[config.mk]
export PLATFORM = sky130hd
export DESIGN_NAME = uart_tx_arbiter_flat
export DESIGN_NICKNAME = d
export VERILOG_FILES = /design/src/rtl/uart_tx_arbiter_pkg.sv /design/src/rtl/uart_tx_arbiter_if.sv /design/src/rtl/uart_tx_arbiter_rr_arbiter.sv /design/src/rtl/uart_tx_arbiter.sv /design/src/flat_wrapper.sv
export SDC_FILE = /design/constraint.sdc
export NUM_CORES = 1
export LEC_CHECK = 0
export BUFFER_PORTS_ARGS = -buffer_cell sky130_fd_sc_hd__buf_2
export CAP_MARGIN = 0
export CORE_MARGIN = 1.5
export CORE_UTILIZATION = 45
export CTS_CLUSTER_DIAMETER = 60
export DETAILED_ROUTE_END_ITERATION = 6
export GPL_ROUTABILITY_DRIVEN = 0
export GPL_TIMING_DRIVEN = 0
export PLACE_DENSITY = 0.76
export SLEW_MARGIN = 20
export SYNTH_ARGS = -nofsm -noshare
export SYNTH_HDL_FRONTEND = slang
export SYNTH_SLANG_ARGS = --single-unit
[constraint.sdc]
create_clock -name clk -period 1.9 [get_ports clk]
set_clock_uncertainty 0.15 [all_clocks]
set_input_delay 0.19 -clock clk [delete_from_list [all_inputs] [get_ports clk]]
set_output_delay 0.19 -clock clk [all_outputs]
set_load 0.02 [all_outputs]
[src/rtl/uart_tx_arbiter_pkg.sv]
// Shared types and the round-robin pick used by the uart arbiters.
// rr_pick is written for up to MAX_REQ requesters so it can be reused unchanged.
package uart_tx_arbiter_pkg;

    localparam int MAX_REQ = 16;
    localparam int IDX_W   = 4;

    typedef enum logic [1:0] {
        ARB,
        LAUNCH,
        WAIT_DONE
    } arb_state_t;

    typedef struct packed {
        logic             found;
        logic [IDX_W-1:0] idx;
    } rr_pick_t;

    // First valid index strictly after ptr, wrapping modulo n.
    function automatic rr_pick_t rr_pick(input logic [MAX_REQ-1:0] valid,
                                         input logic [IDX_W-1:0]   ptr,
                                         input int                 n);
        rr_pick_t r;
        int       j;
        r = '0;
        for (int k = 1; k <= MAX_REQ; k++) begin
            j = (int'(ptr) + k) % n;
            if (k <= n && !r.found && valid[j]) begin
                r.found = 1'b1;
                r.idx   = IDX_W'(j);
            end
        end
        return r;
    endfunction

endpackage

[src/rtl/uart_tx_arbiter_if.sv]
// Requester byte streams plus the transmitter launch/complete handshake.
// The arbiter is the slave of this bundle; clients and transmitter drive the master side.
interface uart_tx_arbiter_if #(
    parameter int N = 4
);
    logic [N-1:0]   req_valid;
    logic [8*N-1:0] req_data;
    logic [N-1:0]   req_last;
    logic [N-1:0]   req_ready;
    logic           tx_start;
    logic [7:0]     tx_data;
    logic           tx_busy;
    logic           tx_done;

    modport master (
        output req_valid, req_data, req_last, tx_busy, tx_done,
        input  req_ready, tx_start, tx_data
    );

    modport slave (
        input  req_valid, req_data, req_last, tx_busy, tx_done,
        output req_ready, tx_start, tx_data
    );
endinterface

[src/rtl/uart_tx_arbiter_rr_arbiter.sv]
// Combinational round-robin pick: first valid requester after the pointer.
// Kept free of arbiter state so the rx dispatcher can share it.
module rr_arbiter
    import uart_tx_arbiter_pkg::*;
#(
    parameter int N = 4
) (
    input  logic [N-1:0]         valid,
    input  logic [$clog2(N)-1:0] ptr,
    output logic [$clog2(N)-1:0] grant_idx,
    output logic                 found
);
    localparam int GW = $clog2(N);

    rr_pick_t pick;

    always_comb begin
        pick      = rr_pick(MAX_REQ'(valid), IDX_W'(ptr), N);
        grant_idx = GW'(pick.idx);
        found     = pick.found;
    end

endmodule

[src/rtl/uart_tx_arbiter.sv]
// Shares one uart transmitter among N requesters with per-packet round-robin
// grants; a lock holds the owner until last, burst limit or idle timeout.
module uart_tx_arbiter
    import uart_tx_arbiter_pkg::*;
#(
    parameter int N            = 4,
    parameter int MAX_BURST    = 16,
    parameter int LOCK_TIMEOUT = 255
) (
    input  logic                 clk,
    input  logic                 reset,
    uart_tx_arbiter_if.slave     bus,
    output logic [$clog2(N)-1:0] grant_id,
    output logic                 locked,
    output logic [N-1:0]         sent
);
    localparam int GW = $clog2(N);
    localparam int BW = $clog2(MAX_BURST + 1);
    localparam int IW = $clog2(LOCK_TIMEOUT + 1);
    localparam logic [BW-1:0] BURST_LAST = BW'(MAX_BURST - 1);
    localparam logic [IW-1:0] IDLE_LAST  = IW'(LOCK_TIMEOUT - 1);

    arb_state_t     state, next_state;
    logic [GW-1:0]  ptr, rr_idx, cand;
    logic           rr_found, cand_ok, accept, owner_idle, cand_last;
    logic [7:0]     cand_data;
    logic [N-1:0]   req_ready_c;
    logic [BW-1:0]  burst_cnt;
    logic [IW-1:0]  idle_cnt;
    logic           tx_start_q;
    logic [7:0]     tx_data_q;

    rr_arbiter #(.N(N)) u_rr (
        .valid     (bus.req_valid),
        .ptr       (ptr),
        .grant_idx (rr_idx),
        .found     (rr_found)
    );

    always_ff @(posedge clk) begin
        if (reset) state <= ARB;
        else       state <= next_state;
    end

    always_comb begin
        next_state = state;
        case (state)
            ARB:       if (accept) next_state = LAUNCH;
            LAUNCH:    next_state = WAIT_DONE;
            WAIT_DONE: if (bus.tx_done) next_state = ARB;
            default:   next_state = ARB;
        endcase
    end

    // A held lock restricts the candidate to the owner; otherwise round-robin.
    always_comb begin
        cand        = locked ? grant_id : rr_idx;
        cand_ok     = locked ? bus.req_valid[grant_id] : rr_found;
        accept      = (state == ARB) && !bus.tx_busy && cand_ok;
        req_ready_c = accept ? (N'(1) << cand) : '0;
        cand_data   = bus.req_data[{cand, 3'b000} +: 8];
        cand_last   = bus.req_last[cand];
        owner_idle  = (state == ARB) && locked && !bus.req_valid[grant_id];
    end

    assign bus.req_ready = req_ready_c;
    assign bus.tx_start  = tx_start_q;
    assign bus.tx_data   = tx_data_q;

    always_ff @(posedge clk) begin
        if (reset) begin
            tx_start_q <= 1'b0;
            tx_data_q  <= '0;
            grant_id   <= '0;
            ptr        <= GW'(N - 1);
            sent       <= '0;
        end else begin
            tx_start_q <= accept;
            if (accept) begin
                tx_data_q <= cand_data;
                grant_id  <= cand;
                if (!locked) ptr <= cand;
            end
            sent <= (state == WAIT_DONE && bus.tx_done) ? (N'(1) << grant_id) : '0;
        end
    end

    // Burst and idle counters clear rather than wrap whenever the lock drops.
    always_ff @(posedge clk) begin
        if (reset) begin
            locked    <= 1'b0;
            burst_cnt <= '0;
            idle_cnt  <= '0;
        end else if (accept) begin
            idle_cnt <= '0;
            if (cand_last || burst_cnt == BURST_LAST) begin
                locked    <= 1'b0;
                burst_cnt <= '0;
            end else begin
                locked    <= 1'b1;
                burst_cnt <= burst_cnt + 1'b1;
            end
        end else if (owner_idle) begin
            if (idle_cnt == IDLE_LAST) begin
                locked    <= 1'b0;
                idle_cnt  <= '0;
                burst_cnt <= '0;
            end else begin
                idle_cnt <= idle_cnt + 1'b1;
            end
        end
    end

endmodule

[src/flat_wrapper.sv]
// flat-port wrapper written by rule: the top's interface ports become plain ports
module uart_tx_arbiter_flat import uart_tx_arbiter_pkg::*;
#(
    parameter int N            = 4,
    parameter int MAX_BURST    = 16,
    parameter int LOCK_TIMEOUT = 255
)
  (clk, reset, grant_id, locked, sent, bus_req_valid, bus_req_data, bus_req_last, bus_tx_busy, bus_tx_done, bus_req_ready, bus_tx_start, bus_tx_data);
  uart_tx_arbiter_if #(.N(N)) bus_i ();
  input  logic clk;
  input  logic reset;
  output logic [$clog2(N)-1:0] grant_id;
  output logic locked;
  output logic [N-1:0] sent;
  input wire logic [$bits(bus_i.req_valid)-1:0] bus_req_valid;
  input wire logic [$bits(bus_i.req_data)-1:0] bus_req_data;
  input wire logic [$bits(bus_i.req_last)-1:0] bus_req_last;
  input wire logic [$bits(bus_i.tx_busy)-1:0] bus_tx_busy;
  input wire logic [$bits(bus_i.tx_done)-1:0] bus_tx_done;
  output wire logic [$bits(bus_i.req_ready)-1:0] bus_req_ready;
  output wire logic [$bits(bus_i.tx_start)-1:0] bus_tx_start;
  output wire logic [$bits(bus_i.tx_data)-1:0] bus_tx_data;
  assign bus_i.req_valid = bus_req_valid;
  assign bus_i.req_data = bus_req_data;
  assign bus_i.req_last = bus_req_last;
  assign bus_i.tx_busy = bus_tx_busy;
  assign bus_i.tx_done = bus_tx_done;
  assign bus_req_ready = bus_i.req_ready;
  assign bus_tx_start = bus_i.tx_start;
  assign bus_tx_data = bus_i.tx_data;
  uart_tx_arbiter #(.N(N), .MAX_BURST(MAX_BURST), .LOCK_TIMEOUT(LOCK_TIMEOUT)) u_core (.clk(clk), .reset(reset), .bus(bus_i), .grant_id(grant_id), .locked(locked), .sent(sent));
endmodule
==> results of run 1 <==
[power breakdown]
| group | total [mW] | leakage [nW] | switching, mW | internal, mW |
|---|---|---|---|---|
| clock | 0.583 | 0.0542 | 0.256 | 0.327 |
| sequential | 0.801 | 0.270 | 0.0504 | 0.750 |
| combinational | 0.911 | 1.00 | 0.440 | 0.471 |
[state kept, by name (all words and copies together), names as in the netlist]
signal,flops
u_core.grant_id,2
u_core.bus.tx_start,1
u_core.state,2
u_core.locked,1
u_core.sent,4
u_core.burst_cnt,5
u_core.bus.tx_data,8
u_core.idle_cnt,8
u_core.ptr,2
[worst max path at each step]
| stage | from | end | slack [ps] | depth (start not counted) |
|---|---|---|---|---|
| 3_3_place_gp | u_core.grant_id[1]$_SDFFE_PP0P_ | u_core.idle_cnt[5]$_SDFFE_PP0P_ | -410 | 8 |
| 2_1_floorplan | u_core.grant_id[1]$_SDFFE_PP0P_ | u_core.idle_cnt[5]$_SDFFE_PP0P_ | -340 | 8 |
| 4_1_cts | u_core.ptr[1]$_SDFFE_PP1P_ | bus_req_ready[1] | -420 | 9 |
| 6_report | u_core.ptr[1]$_SDFFE_PP1P_ | bus_req_ready[3] | -360 | 7 |
| 5_1_grt | u_core.ptr[1]$_SDFFE_PP1P_ | bus_req_ready[3] | -440 | 7 |
| 3_5_place_dp | u_core.grant_id[1]$_SDFFE_PP0P_ | u_core.idle_cnt[5]$_SDFFE_PP0P_ | -480 | 8 |
[critical path, stage by stage (launching register included)]
cell and delay (ps):
sky130_fd_sc_hd__dfxtp_4 370, sky130_fd_sc_hd__o211ai_1 80, sky130_fd_sc_hd__o21ai_1 130, sky130_fd_sc_hd__or3_4 410, sky130_fd_sc_hd__o21a_4 220, sky130_fd_sc_hd__buf_12 140
sky130_fd_sc_hd__nor3_4 160, sky130_fd_sc_hd__buf_6 140
[cell usage in the layout, fill, tap and decap left out, drive strengths merged, types with 3 or more instances in the layout]
cell type / n
a21oi: 6
ha: 4
and3: 3
mux2: 8
buf: 85
nand2: 18
o21ai: 17
clkbuf: 12
mux2i: 19
xor2: 6
inv: 9
nor2: 20
nand2b: 3
dfxtp: 33
nor3: 8
nor2b: 5
o211ai: 3
nand3: 12
[logic make-up (layout without fill, tap and decap cells)]
| kind of cell | count (synthesis) | after routing | synth area share [%] |
|---|---|---|---|
| simple gates | 78 | 78 | 22.8 |
| fa+ha+maj | 4 | 4 | 2.74 |
| mux | 28 | 28 | 16.6 |
| flops | 33 | 33 | 36.2 |
| buf+inv | 18 | 108 | 5.01 |
| compound gates | 38 | 38 | 13.2 |
| xor+xnor | 7 | 7 | 3.36 |
[metal layers]
| layer | vias up | wire [um] | global-route usage (%) |
|---|---|---|---|
| met1 | 843 | 1960 | 25.9 |
| met3 | 9 | 356 | 5.74 |
| met2 | 79 | 2270 | 36.8 |
| met4 | 0 | 88 | 9.44 |
| li1 | 909 | - | - |
| met5 | - | 0 | 0 |
[layout make-up]
class	instances	area (um2)
tap	48	60.1
multi-input combinational	155	1260
clock buffer	7	96.3
inverter	9	33.8
sequential	33	673
clock inverter	1	5.00
timing repair buffer	84	512
buffer	7	67.6
fill	273	1060
[repair_timing]
item,in CTS,in global routing
endpoints found under the hold margin,2,0
hold buffers,1,0
pin swaps,10,11
setup buffers,10,11
resized for setup,26,26
setup endpoints to repair,30,32
[metrics by stage]
stage | util [%] | TNS (ps) | hold WS [ps]
3_3_place_gp | 60.3 | -7260 | 260
4_1_cts | 67.7 | -7370 | 82.3
3_5_place_dp | 60.3 | -8040 | 261
6_report | 71.8 | -6360 | 84.5
5_1_grt | 71.8 | -8890 | 102
2_1_floorplan | - | -3220 | 112
==> reports/summary.json, run 1 <==
{
  "outcome": {"value": "finished, violations left"},
  "violated_checks": {"value": "negative setup slack"},
  "wire_length_of_the_first_global_routing_pass": {"value": 7.39, "unit": "mm"},
  "grt_max_degree": {"value": 11},
  "synth.area.top_cells": {"value": "sky130_fd_sc_hd__dfxtp_1 (36%), sky130_fd_sc_hd__mux2i_1 (10%), sky130_fd_sc_hd__mux2_2 (4.9%)"},
  "gr-total-overflow": {"value": 0},
  "transition_time_at_the_pin_with_the_least_slew_margin": {"value": 512, "unit": "ps"},
  "core_region_area": {"value": 3770, "unit": "um2"},
  "crit_path_end_kind": {"value": "output pin"},
  "vias_in_the_first_global_route": {"value": 1685},
  "tcrit_tclk_final": {"value": 119, "unit": "%"},
  "yosysWarnings": {"value": 0},
  "critical_path_arrival": {"value": 1920, "unit": "ps"},
  "clock_sink_count": {"value": 33},
  "cap_violations": {"value": 0},
  "pre_cts_ws": {"value": -478, "unit": "ps"},
  "finalSetupViolations": {"value": 29},
  "clock_pin_slew_of_the_registers_on_the_worst_case_setup_and_hold_paths": {"value": 70, "unit": "ps"},
  "antenna_diodes": {"value": 0},
  "synth-edff-count": {"value": 0},
  "rsz_0062_raised_after_global_routing": {"value": "true"},
  "synth_top_area_share": {"value": 36.2, "unit": "%"},
  "crit_fanout": {"value": 7},
  "register_area_share_after_synthesis": {"value": 36.2, "unit": "%"},
  "route.vias.total": {"value": 1840},
  "nNetsFinal": {"value": 343},
  "maxSlewViolCount": {"value": 0},
  "synth-seq-cells": {"value": 33},
  "yosys_cell_types": {"value": 45},
  "die-area": {"value": 4440, "unit": "um2"},
  "worst_hold_path_endpoint": {"value": "u_core.state[1]$_SDFFE_PP0P_"},
  "slew_headroom": {"value": 65.4, "unit": "%"},
  "cellPowerDensity": {"value": 848, "unit": "nW/um2"},
  "synth_ff_type": {"value": "sky130_fd_sc_hd__dfxtp_1"},
  "synth_most_common_cell": {"value": "sky130_fd_sc_hd__dfxtp_1"},
  "drt_drc_violations_left": {"value": 0},
  "avgRoutedWirePerCell": {"value": 13.6, "unit": "um"},
  "i_o_pin_cnt": {"value": 64},
  "timing.hold.worst.class": {"value": "in -> reg"},
  "min_delay_path_depth": {"value": 4},
  "timing.reg2reg.setup_slack": {"value": -290, "unit": "ps"},
  "worst_setup_path_start_kind": {"value": "flip-flop"},
  "layout-drive-gt1-share": {"value": 49.0, "unit": "%"},
  "finalCriticalPeriod": {"value": 2260, "unit": "ps"},
  "timing.final.hold_violations": {"value": 0},
  "insertion_delay": {"value": 280, "unit": "ps"},
  "synthCells": {"value": 206},
  "placed_cell_area": {"value": 2270, "unit": "um2"},
  "postRouteAntennaNets": {"value": 0},
  "avg_synthesized_cell_area": {"value": 8.86, "unit": "um2"},
  "detail_route.iter0.violations": {"value": 119},
  "fin_cells": {"value": 344},
  "cts_made_buffers": {"value": 5},
  "numPlacedInstances": {"value": 317},
  "timing.setup.critical_path_class": {"value": "reg -> out"},
  "die_width": {"value": 66.7, "unit": "um"},
  "syn_nets": {"value": 254},
  "detail_route.vias_per_cell": {"value": 5.35},
  "setup_slack": {"value": -362, "unit": "ps"},
  "r2r_endpoint": {"value": "u_core.bus.tx_data[5]$_SDFFE_PP0P_"},
  "numPortBuffers": {"value": 63},
  "synth_top_cell_by_area": {"value": "sky130_fd_sc_hd__dfxtp_1"},
  "routed_wl": {"value": 4.68, "unit": "mm"},
  "clk_root_buffer_cell": {"value": "sky130_fd_sc_hd__clkbuf_8"},
  "syn_to_final_growth": {"value": 48.4, "unit": "%"},
  "final_area": {"value": 2710, "unit": "um2"},
  "maxClockFrequency": {"value": 442, "unit": "MHz"},
  "synth.cells.most_frequent": {"value": "sky130_fd_sc_hd__dfxtp_1 (33), sky130_fd_sc_hd__mux2i_1 (19), sky130_fd_sc_hd__nor2_1 (19)"},
  "floorplan.rows": {"value": 22},
  "synthArstFlopShare": {"value": 0, "unit": "%"},
  "htree_num_levels": {"value": 2},
  "cts_buffer_depth": {"value": 2},
  "worst_ep_required_time": {"value": 1560, "unit": "ps"},
  "gr-usage-all-layers": {"value": 21.8, "unit": "%"},
  "final_total_power": {"value": 2.29, "unit": "mW"},
  "total_leakage_power": {"value": 1.33, "unit": "nW"},
  "rr_worst_depth": {"value": 9},
  "power.ir.vdd_worst": {"value": 560, "unit": "uV"},
  "hold_path.startpoint": {"value": "bus_tx_done"},
  "cts_tree": {"value": "done"},
  "die_height": {"value": 66.7, "unit": "um"},
  "crit-reg2reg-launch": {"value": "u_core.ptr[1]$_SDFFE_PP1P_"},
  "place.detailed.hpwl": {"value": 3.04, "unit": "mm"},
  "floorplan.initialDensity": {"value": 48.4, "unit": "%"},
  "grt_antenna_before_repair": {"value": 0},
  "detail_route.first_pass.iterations": {"value": 4},
  "mappedNetlistArea": {"value": 1820, "unit": "um2"}
}
Power figures use the tool's default switching activity.
==> run 2, diff against run 1 <==
--- a/config.mk
+++ b/config.mk
@@ -8,12 +8,13 @@
 export BUFFER_PORTS_ARGS = -buffer_cell sky130_fd_sc_hd__buf_2
 export CAP_MARGIN = 0
 export CORE_MARGIN = 1.5
-export CORE_UTILIZATION = 45
+export CORE_UTILIZATION = 46
+export CTS_BUF_LIST = sky130_fd_sc_hd__clkbuf_8
 export CTS_CLUSTER_DIAMETER = 60
 export DETAILED_ROUTE_END_ITERATION = 6
 export GPL_ROUTABILITY_DRIVEN = 0
-export GPL_TIMING_DRIVEN = 0
-export PLACE_DENSITY = 0.76
+export GPL_TIMING_DRIVEN = 1
+export PLACE_DENSITY = 0.77
 export SLEW_MARGIN = 20
 export SYNTH_ARGS = -nofsm -noshare
 export SYNTH_HDL_FRONTEND = slang
==> run 2 against run 1 <==
The run still ends with negative setup slack left. Die area shrank 2.1%. Non-clock buffer count grew 18. Fmax grew 1.4%. Sequential share of layout area shrank 2.5 points. Critical endpoint is now bus_req_ready[2]. Largest power group unchanged. Highest routed layer unchanged.
==> reports/summary.json, run 2 (synthesis results as in run 1) <==
{
  "total_leakage_power": {"value": 1.45, "unit": "nW", "change": "+9.8%"},
  "rr_worst_depth": {"value": 7, "change": "-2"},
  "path_depth": {"value": 7, "change": "unchanged"},
  "finalSetupViolations": {"value": 28, "change": "-3.4%"},
  "setup_slack": {"value": -331, "unit": "ps", "change": "+31.2 ps"},
  "cts_buffer_depth": {"value": 2, "change": "unchanged"},
  "numPortBuffers": {"value": 63, "change": "unchanged"},
  "die_width": {"value": 66.0, "unit": "um", "change": "-1.0%"},
  "seqPwrFrac": {"value": 30.4, "unit": "%", "change": "-4.5 points"},
  "power.switching_fraction": {"value": 34.0, "unit": "%", "change": "+1.4 points"},
  "htree_num_levels": {"value": 2, "change": "unchanged"},
  "placed_cell_area": {"value": 2460, "unit": "um2", "change": "+8.1%"},
  "outcome": {"value": "finished, violations left"},
  "place.detailed.hpwl": {"value": 3.34, "unit": "mm", "change": "+10%"},
  "layout_common_cells": {"value": "sky130_fd_sc_hd__buf_2 (59), sky130_fd_sc_hd__buf_4 (33), sky130_fd_sc_hd__dfxtp_1 (29), sky130_fd_sc_hd__mux2i_1 (18), sky130_fd_sc_hd__nor2_1 (13)"},
  "crit_fanout": {"value": 5, "change": "-2"},
  "grt_max_degree": {"value": 17, "change": "+6"},
  "timing.critical_path.cells": {"value": "o211ai_1 > o21ai_1 > or3_4 > o21a_1 > buf_12 > nor3_4 > buf_6"},
  "critical_path_arrival": {"value": 1890, "unit": "ps", "change": "-30 ps"},
  "clk_root_buffer_cell": {"value": "sky130_fd_sc_hd__clkbuf_8"},
  "min_delay_path_depth": {"value": 4, "change": "unchanged"},
  "gr-usage-all-layers": {"value": 24.2, "unit": "%", "change": "+2.4 points"},
  "mostFrequentLayoutCell": {"value": "sky130_fd_sc_hd__buf_2"},
  "i_o_pin_cnt": {"value": 64, "change": "unchanged"},
  "cellPowerDensity": {"value": 864, "unit": "nW/um2", "change": "+1.8%"},
  "finalCriticalPeriod": {"value": 2230, "unit": "ps", "change": "-31.2 ps"},
  "clock_sink_count": {"value": 33, "change": "unchanged"},
  "crit_path_end_kind": {"value": "output pin"},
  "crit_slowest_cell": {"value": "sky130_fd_sc_hd__dfxtp_4"},
  "detail_route.first_pass.iterations": {"value": 4, "change": "unchanged"},
  "worst-path-buf-inv": {"value": 2, "change": "unchanged"},
  "core_region_area": {"value": 3740, "unit": "um2", "change": "-0.73%"},
  "critical_path.top_delay_family": {"value": "simple AND/OR/NAND/NOR gates"},
  "pwr-share-clk": {"value": 26.3, "unit": "%", "change": "+0.9 points"},
  "routed_wl": {"value": 5.75, "unit": "mm", "change": "+23%"},
  "detail_route.vias_per_cell": {"value": 5.60, "change": "+4.7%"},
  "cp_slowest_stage_delay": {"value": 360, "unit": "ps", "change": "-50 ps"},
  "pre_cts_ws": {"value": -278, "unit": "ps", "change": "+200 ps"},
  "power_switching": {"value": 0.884, "unit": "mW", "change": "+18%"},
  "cap_violations": {"value": 0, "change": "unchanged"},
  "layout-drive-gt1-share": {"value": 56.7, "unit": "%", "change": "+7.7 points"},
  "floorplan.initialDensity": {"value": 48.7, "unit": "%", "change": "+0.36 points"},
  "cts_tree": {"value": "done"},
  "violated_checks": {"value": "negative setup slack"},
  "timing.hold.worst.class": {"value": "in -> reg"},
  "slew_headroom": {"value": 64.5, "unit": "%", "change": "-0.89 points"},
  "floorplan.rows": {"value": 22, "change": "unchanged"},
  "insertion_delay": {"value": 300, "unit": "ps", "change": "+20 ps"},
  "cts_made_buffers": {"value": 5, "change": "unchanged"},
  "worst_setup_path_start_kind": {"value": "flip-flop"},
  "wire_length_of_the_first_global_routing_pass": {"value": 8.01, "unit": "mm", "change": "+8.4%"},
  "power.ir.vdd_worst": {"value": 466, "unit": "uV", "change": "-17%"},
  "timing.final.hold_violations": {"value": 0, "change": "unchanged"},
  "gr-total-overflow": {"value": 0, "change": "unchanged"},
  "rsz_0062_raised_after_global_routing": {"value": "true"},
  "clock_pin_slew_of_the_registers_on_the_worst_case_setup_and_hold_paths": {"value": 80, "unit": "ps", "change": "about the same"},
  "antenna_diodes": {"value": 0, "change": "unchanged"},
  "worst_ep_required_time": {"value": 1560, "unit": "ps", "change": "about the same"},
  "nNetsFinal": {"value": 361, "change": "+5.2%"},
  "combinational_power_share": {"value": 43.3, "unit": "%", "change": "+3.6 points"},
  "timing.setup.critical_path_class": {"value": "reg -> out"},
  "avgRoutedWirePerCell": {"value": 15.9, "unit": "um", "change": "+17%"},
  "final_area": {"value": 3010, "unit": "um2", "change": "+11%"},
  "design_internal_power": {"value": 1.72, "unit": "mW", "change": "+11%"},
  "hold-worst-slack": {"value": 79.8, "unit": "ps", "change": "-4.68 ps"},
  "vias_in_the_first_global_route": {"value": 1892, "change": "+12%"},
  "postRouteAntennaNets": {"value": 0, "change": "unchanged"},
  "tcrit_tclk_final": {"value": 117, "unit": "%", "change": "-1.6 points"},
  "syn_to_final_growth": {"value": 65.2, "unit": "%"},
  "detail_route.iter0.violations": {"value": 112, "change": "-5.9%"},
  "die-area": {"value": 4350, "unit": "um2", "change": "-2.1%"},
  "transition_time_at_the_pin_with_the_least_slew_margin": {"value": 526, "unit": "ps", "change": "+13.2 ps"},
  "maxSlewViolCount": {"value": 0, "change": "unchanged"},
  "grt_antenna_before_repair": {"value": 0, "change": "unchanged"},
  "maxClockFrequency": {"value": 448, "unit": "MHz", "change": "+1.4%"},
  "drt_drc_violations_left": {"value": 0, "change": "unchanged"},
  "route.vias.total": {"value": 2028, "change": "+10%"},
  "die_height": {"value": 66.0, "unit": "um", "change": "-1.0%"}
}
run 2: cell types whose count changed in the layout (fill, tap and decap cells not counted), moves of 3 or more:
cell | before | now
sky130_fd_sc_hd__nor2_1 | 17 | 13
sky130_fd_sc_hd__nor3_1 | 4 | 1
sky130_fd_sc_hd__clkbuf_8 | 8 | 5
sky130_fd_sc_hd__o21ai_2 | 5 | 8
sky130_fd_sc_hd__buf_4 | 17 | 33
sky130_fd_sc_hd__nor3_2 | 1 | 4
sky130_fd_sc_hd__buf_6 | 8 | 12
sky130_fd_sc_hd__o21ai_0 | 6 | 1
sky130_fd_sc_hd__nor2_4 | 0 | 3
run 2: repair_timing:
action | in CTS | in global routing
setup endpoints to repair | 29 | 29
pin swaps | 12 | 15
hold buffers | 1 | 0
buffers inserted | 6 | 9
gates resized for setup | 28 | 51
hold endpoints to repair | 2 | 0
run 2: worst paths after layout:
check / startpoint / end / slack [ps]
hold reg to reg: u_core.bus.tx_data[7]$_SDFFE_PP0P_ / u_core.bus.tx_data[7]$_SDFFE_PP0P_ / 330
setup reg to reg: u_core.ptr[1]$_SDFFE_PP1P_ / u_core.burst_cnt[4]$_SDFFE_PP0P_ / -250
hold / removal: bus_tx_done / u_core.state[1]$_SDFFE_PP0P_ / 80
setup / recovery: u_core.ptr[0]$_SDFFE_PP1P_ / bus_req_ready[2] / -330
run 2: power groups by stage:
stage / logic, mW / registers, mW / clock network (mW)
after floorplan: 0.477 / 0.853 / 0
after global routing: 1.19 / 0.795 / 0.728
after CTS: 0.916 / 0.785 / 0.690
final: 1.13 / 0.791 / 0.685
after detailed placement: 0.800 / 0.801 / 0
after global placement: 0.784 / 0.798 / 0
run 2: metrics by stage:
stage               util (%)  setup TNS (ps)  std cells  power, mW
global placement        65.7           -3720        339       1.58
global route            80.5           -6870        362       2.71
CTS                     73.3           -5300        354       2.39
floorplan                  -           -3220        206       1.33
finish                  80.5           -4920        362       2.60
detailed placement      65.7           -4560        339       1.60
run 2: final cells by class:
cell class | instances | area, um2
Clock buffer | 5 | 68.8
Clock inverter | 3 | 46.3
Fill cell | 208 | 731
Inverter | 9 | 33.8
Multi-Input combinational cell | 155 | 1370
Sequential cell | 33 | 673
Tap cell | 48 | 60.1
Timing Repair Buffer | 109 | 763
run 2: per-layer routing:
metal,vias to the layer above,GRT usage (%),wire length (um)
met4,0,11.0,209
met5,-,0,0
met3,22,7.50,425
li1,951,-,-
met1,961,25.0,2080
met2,94,44.2,3030
run 2: tightest hold or removal path, delay by kind of cell:
| kind | cells | cell delay [ps] |
|---|---|---|
| buffers and inverters | 1 | 80 |
| muxes | 1 | 130 |
| and+or+nand+nor | 2 | 80 |
==> run 3, diff against run 2 <==
--- a/config.mk
+++ b/config.mk
@@ -6,7 +6,6 @@
 export NUM_CORES = 1
 export LEC_CHECK = 0
 export BUFFER_PORTS_ARGS = -buffer_cell sky130_fd_sc_hd__buf_2
-export CAP_MARGIN = 0
 export CORE_MARGIN = 1.5
 export CORE_UTILIZATION = 46
 export CTS_BUF_LIST = sky130_fd_sc_hd__clkbuf_8
@@ -19,3 +18,4 @@
 export SYNTH_ARGS = -nofsm -noshare
 export SYNTH_HDL_FRONTEND = slang
 export SYNTH_SLANG_ARGS = --single-unit
+export TNS_END_PERCENT = 20
==> constraint.sdc (replaced) <==
create_clock -name clk -period 1.95 [get_ports clk]
set_clock_uncertainty 0.15 [all_clocks]
set_input_delay 0.195 -clock clk [delete_from_list [all_inputs] [get_ports clk]]
set_output_delay 0.195 -clock clk [all_outputs]
set_load 0.02 [all_outputs]
==> run 3 against run 2 <==
The run still ends with negative setup slack left. Register-to-register slack better by 80 ps. First-iteration DRC count down 23%. Via count down 7.1%. Critical path depth up 1. Critical path type unchanged. Largest cell class unchanged.
==> reports/summary.json, run 3 (synthesis results as in run 1) <==
{
  "critical_path.top_delay_family": {"value": "compound AO/OA/AOI/OAI gates"},
  "antenna_diodes": {"value": 0, "change": "unchanged"},
  "seqPwrFrac": {"value": 35.1, "unit": "%", "change": "+4.7 points"},
  "vias_in_the_first_global_route": {"value": 1830, "change": "-3.3%"},
  "syn_to_final_growth": {"value": 52.4, "unit": "%"},
  "setup_slack": {"value": -227, "unit": "ps", "change": "+104 ps"},
  "violated_checks": {"value": "negative setup slack"},
  "gr-usage-all-layers": {"value": 24.5, "unit": "%", "change": "+0.29 points"},
  "layout-drive-gt1-share": {"value": 50.3, "unit": "%", "change": "-6.4 points"},
  "wire_length_of_the_first_global_routing_pass": {"value": 8.21, "unit": "mm", "change": "+2.5%"},
  "pwr-share-clk": {"value": 22.3, "unit": "%", "change": "-4.0 points"},
  "outcome": {"value": "finished, violations left"},
  "mostFrequentLayoutCell": {"value": "sky130_fd_sc_hd__buf_2"},
  "gr-total-overflow": {"value": 0, "change": "unchanged"},
  "crit_slowest_cell": {"value": "sky130_fd_sc_hd__dfxtp_4"},
  "multiInputGateArea": {"value": 1260, "unit": "um2", "change": "-7.7%"},
  "floorplan.initialDensity": {"value": 48.7, "unit": "%", "change": "unchanged"},
  "detail_route.iter0.violations": {"value": 86, "change": "-23%"},
  "drt_drc_violations_left": {"value": 0, "change": "unchanged"},
  "worst-path-buf-inv": {"value": 3, "change": "+1"},
  "power.switching_fraction": {"value": 34.0, "unit": "%", "change": "+0.065 points"},
  "floorplan.rows": {"value": 22, "change": "unchanged"},
  "insertion_delay": {"value": 280, "unit": "ps", "change": "-20 ps"},
  "place.detailed.hpwl": {"value": 3.39, "unit": "mm", "change": "+1.4%"},
  "crit_fanout": {"value": 6, "change": "+1"},
  "rr_worst_depth": {"value": 9, "change": "+2"},
  "path_depth": {"value": 8, "change": "+1"},
  "combinational_power_share": {"value": 42.6, "unit": "%", "change": "-0.7 points"},
  "power.ir.vdd_worst": {"value": 650, "unit": "uV", "change": "+40%"},
  "layout_common_cells": {"value": "sky130_fd_sc_hd__buf_2 (60), sky130_fd_sc_hd__buf_4 (31), sky130_fd_sc_hd__dfxtp_1 (29), sky130_fd_sc_hd__mux2i_1 (18), sky130_fd_sc_hd__nor2_1 (16)"},
  "grt_antenna_before_repair": {"value": 0, "change": "unchanged"},
  "pre_cts_ws": {"value": -231, "unit": "ps", "change": "+46.6 ps"},
  "die-area": {"value": 4350, "unit": "um2", "change": "unchanged"},
  "nNetsFinal": {"value": 353, "change": "-2.2%"},
  "i_o_pin_cnt": {"value": 64, "change": "unchanged"},
  "maxSlewViolCount": {"value": 0, "change": "unchanged"},
  "grt_max_degree": {"value": 17, "change": "unchanged"},
  "cts_made_buffers": {"value": 5, "change": "unchanged"},
  "route.vias.total": {"value": 1883, "change": "-7.1%"},
  "detail_route.vias_per_cell": {"value": 5.32, "change": "-5.1%"},
  "min_delay_path_depth": {"value": 4, "change": "unchanged"},
  "timing.setup.critical_path_class": {"value": "reg -> out"},
  "cp_slowest_stage_delay": {"value": 370, "unit": "ps", "change": "about the same"},
  "routed_wl": {"value": 4.98, "unit": "mm", "change": "-13%"},
  "design_internal_power": {"value": 1.44, "unit": "mW", "change": "-16%"},
  "clk_root_buffer_cell": {"value": "sky130_fd_sc_hd__clkbuf_8"},
  "die_height": {"value": 66.0, "unit": "um", "change": "unchanged"},
  "total_leakage_power": {"value": 1.36, "unit": "nW", "change": "-6.5%"},
  "avgRoutedWirePerCell": {"value": 14.1, "unit": "um", "change": "-11%"},
  "die_width": {"value": 66.0, "unit": "um", "change": "unchanged"},
  "final_total_power": {"value": 2.19, "unit": "mW", "change": "-16%"},
  "core_region_area": {"value": 3740, "unit": "um2", "change": "unchanged"},
  "power_switching": {"value": 0.745, "unit": "mW", "change": "-16%"},
  "timing.hold.worst.class": {"value": "in -> reg"},
  "fillerInstances": {"value": 273, "change": "+31%"},
  "postRouteAntennaNets": {"value": 0, "change": "unchanged"},
  "cts_tree": {"value": "done"},
  "numPortBuffers": {"value": 63, "change": "unchanged"},
  "htree_num_levels": {"value": 2, "change": "unchanged"},
  "maxClockFrequency": {"value": 459, "unit": "MHz"},
  "critical_path_arrival": {"value": 1830, "unit": "ps", "change": "-60 ps"},
  "clock_pin_slew_of_the_registers_on_the_worst_case_setup_and_hold_paths": {"value": 70, "unit": "ps", "change": "about the same"},
  "worst_setup_path_start_kind": {"value": "flip-flop"},
  "detail_route.first_pass.iterations": {"value": 4, "change": "unchanged"},
  "finalSetupViolations": {"value": 22, "change": "-21%"},
  "seq_area": {"value": 671, "unit": "um2", "change": "-0.37%"},
  "cellPowerDensity": {"value": 787, "unit": "nW/um2", "change": "-8.8%"},
  "slew_headroom": {"value": 64.1, "unit": "%", "change": "-0.42 points"},
  "timing.critical_path.cells": {"value": "buf_6 > nand2b_4 > a21oi_4 > o221ai_2 > o21a_1 > buf_12 > nor3_2 > buf_4"},
  "cts_buffer_depth": {"value": 2, "change": "unchanged"},
  "timing.final.hold_violations": {"value": 0, "change": "unchanged"},
  "transition_time_at_the_pin_with_the_least_slew_margin": {"value": 532, "unit": "ps", "change": "+6.23 ps"},
  "worst_ep_required_time": {"value": 1600, "unit": "ps", "change": "+40 ps"},
  "crit_path_end_kind": {"value": "output pin"},
  "finalCriticalPeriod": {"value": 2180, "unit": "ps"},
  "cap_violations": {"value": 0, "change": "unchanged"},
  "clock_sink_count": {"value": 33, "change": "unchanged"},
  "rsz_0062_raised_after_global_routing": {"value": "true"},
  "tcrit_tclk_final": {"value": 112, "unit": "%"}
}
-- run 3: changes by cell type in the layout (fill, tap and decap cells not counted), sizes merged --
cell / change
clkinvlp: -1
inv: +1
bufinv: -1
clkinv: +1
buf: -8
-- run 3: worst min-delay path, stage by stage --
cell and delay, ps:
sky130_fd_sc_hd__buf_2 80, sky130_fd_sc_hd__nor2_1 30, sky130_fd_sc_hd__mux2i_1 120, sky130_fd_sc_hd__nor2_1 50
-- run 3: final timing paths --
check                                     startpoint                                 end  slack (ps)
setup / recovery          u_core.ptr[1]$_SDFFE_PP1P_                    bus_req_ready[2]        -230
hold / removal                           bus_tx_done        u_core.state[1]$_SDFFE_PP0P_          90
setup reg to reg          u_core.ptr[1]$_SDFFE_PP1P_  u_core.bus.tx_data[5]$_SDFFE_PP0P_        -170
hold reg to reg   u_core.bus.tx_data[1]$_SDFFE_PP0P_  u_core.bus.tx_data[1]$_SDFFE_PP0P_         310
-- run 3: layout make-up --
| class | instances | area share, % |
|---|---|---|
| clock buffer | 5 | 2.48 |
| clock inverter | 3 | 0.495 |
| inverter | 9 | 1.22 |
| multi-input combinational | 155 | 45.4 |
| sequential | 33 | 24.1 |
| tap | 48 | 2.16 |
| timing repair buffer | 101 | 24.1 |
-- run 3: power groups by stage --
stage / Clock (mW) / Sequential [mW] / Combinational (mW)
after global placement: 0 / 0.774 / 0.735
after global routing: 0.525 / 0.773 / 1.00
after CTS: 0.493 / 0.764 / 0.866
after floorplan: 0 / 0.829 / 0.417
final: 0.489 / 0.768 / 0.932
after detailed placement: 0 / 0.776 / 0.746
-- run 3: through the flow --
step / hold slack [ps] / cell area [um2] / setup TNS, ps / util (%) / std cells
global route: 111 / 2780 / -5070 / 74.3 / 354
detailed placement: 278 / 2420 / -3690 / 64.6 / 338
CTS: 89.3 / 2690 / -2670 / 71.8 / 355
global placement: 277 / 2420 / -3120 / 64.6 / 338
floorplan: 117 / 1850 / -2480 / - / 206
finish: 85.5 / 2780 / -2700 / 74.3 / 354
-- run 3: timing repair --
action                                 CTS  global route
pin swaps                               16             2
setup endpoints to repair               25            28
buffers inserted                         8             0
hold buffers                             1             0
resized for setup                       29            23
endpoints found under the hold margin    2             0
-- run 3: metal layers --
metal | routed length [um] | share of wire (%) | GRT usage, %
met1 | 2060 | 41 | 27.7
met3 | 206 | 4.1 | 5.62
met4 | 112 | 2.2 | 8.93
met5 | 0 | 0 | 0
met2 | 2600 | 52 | 44.4
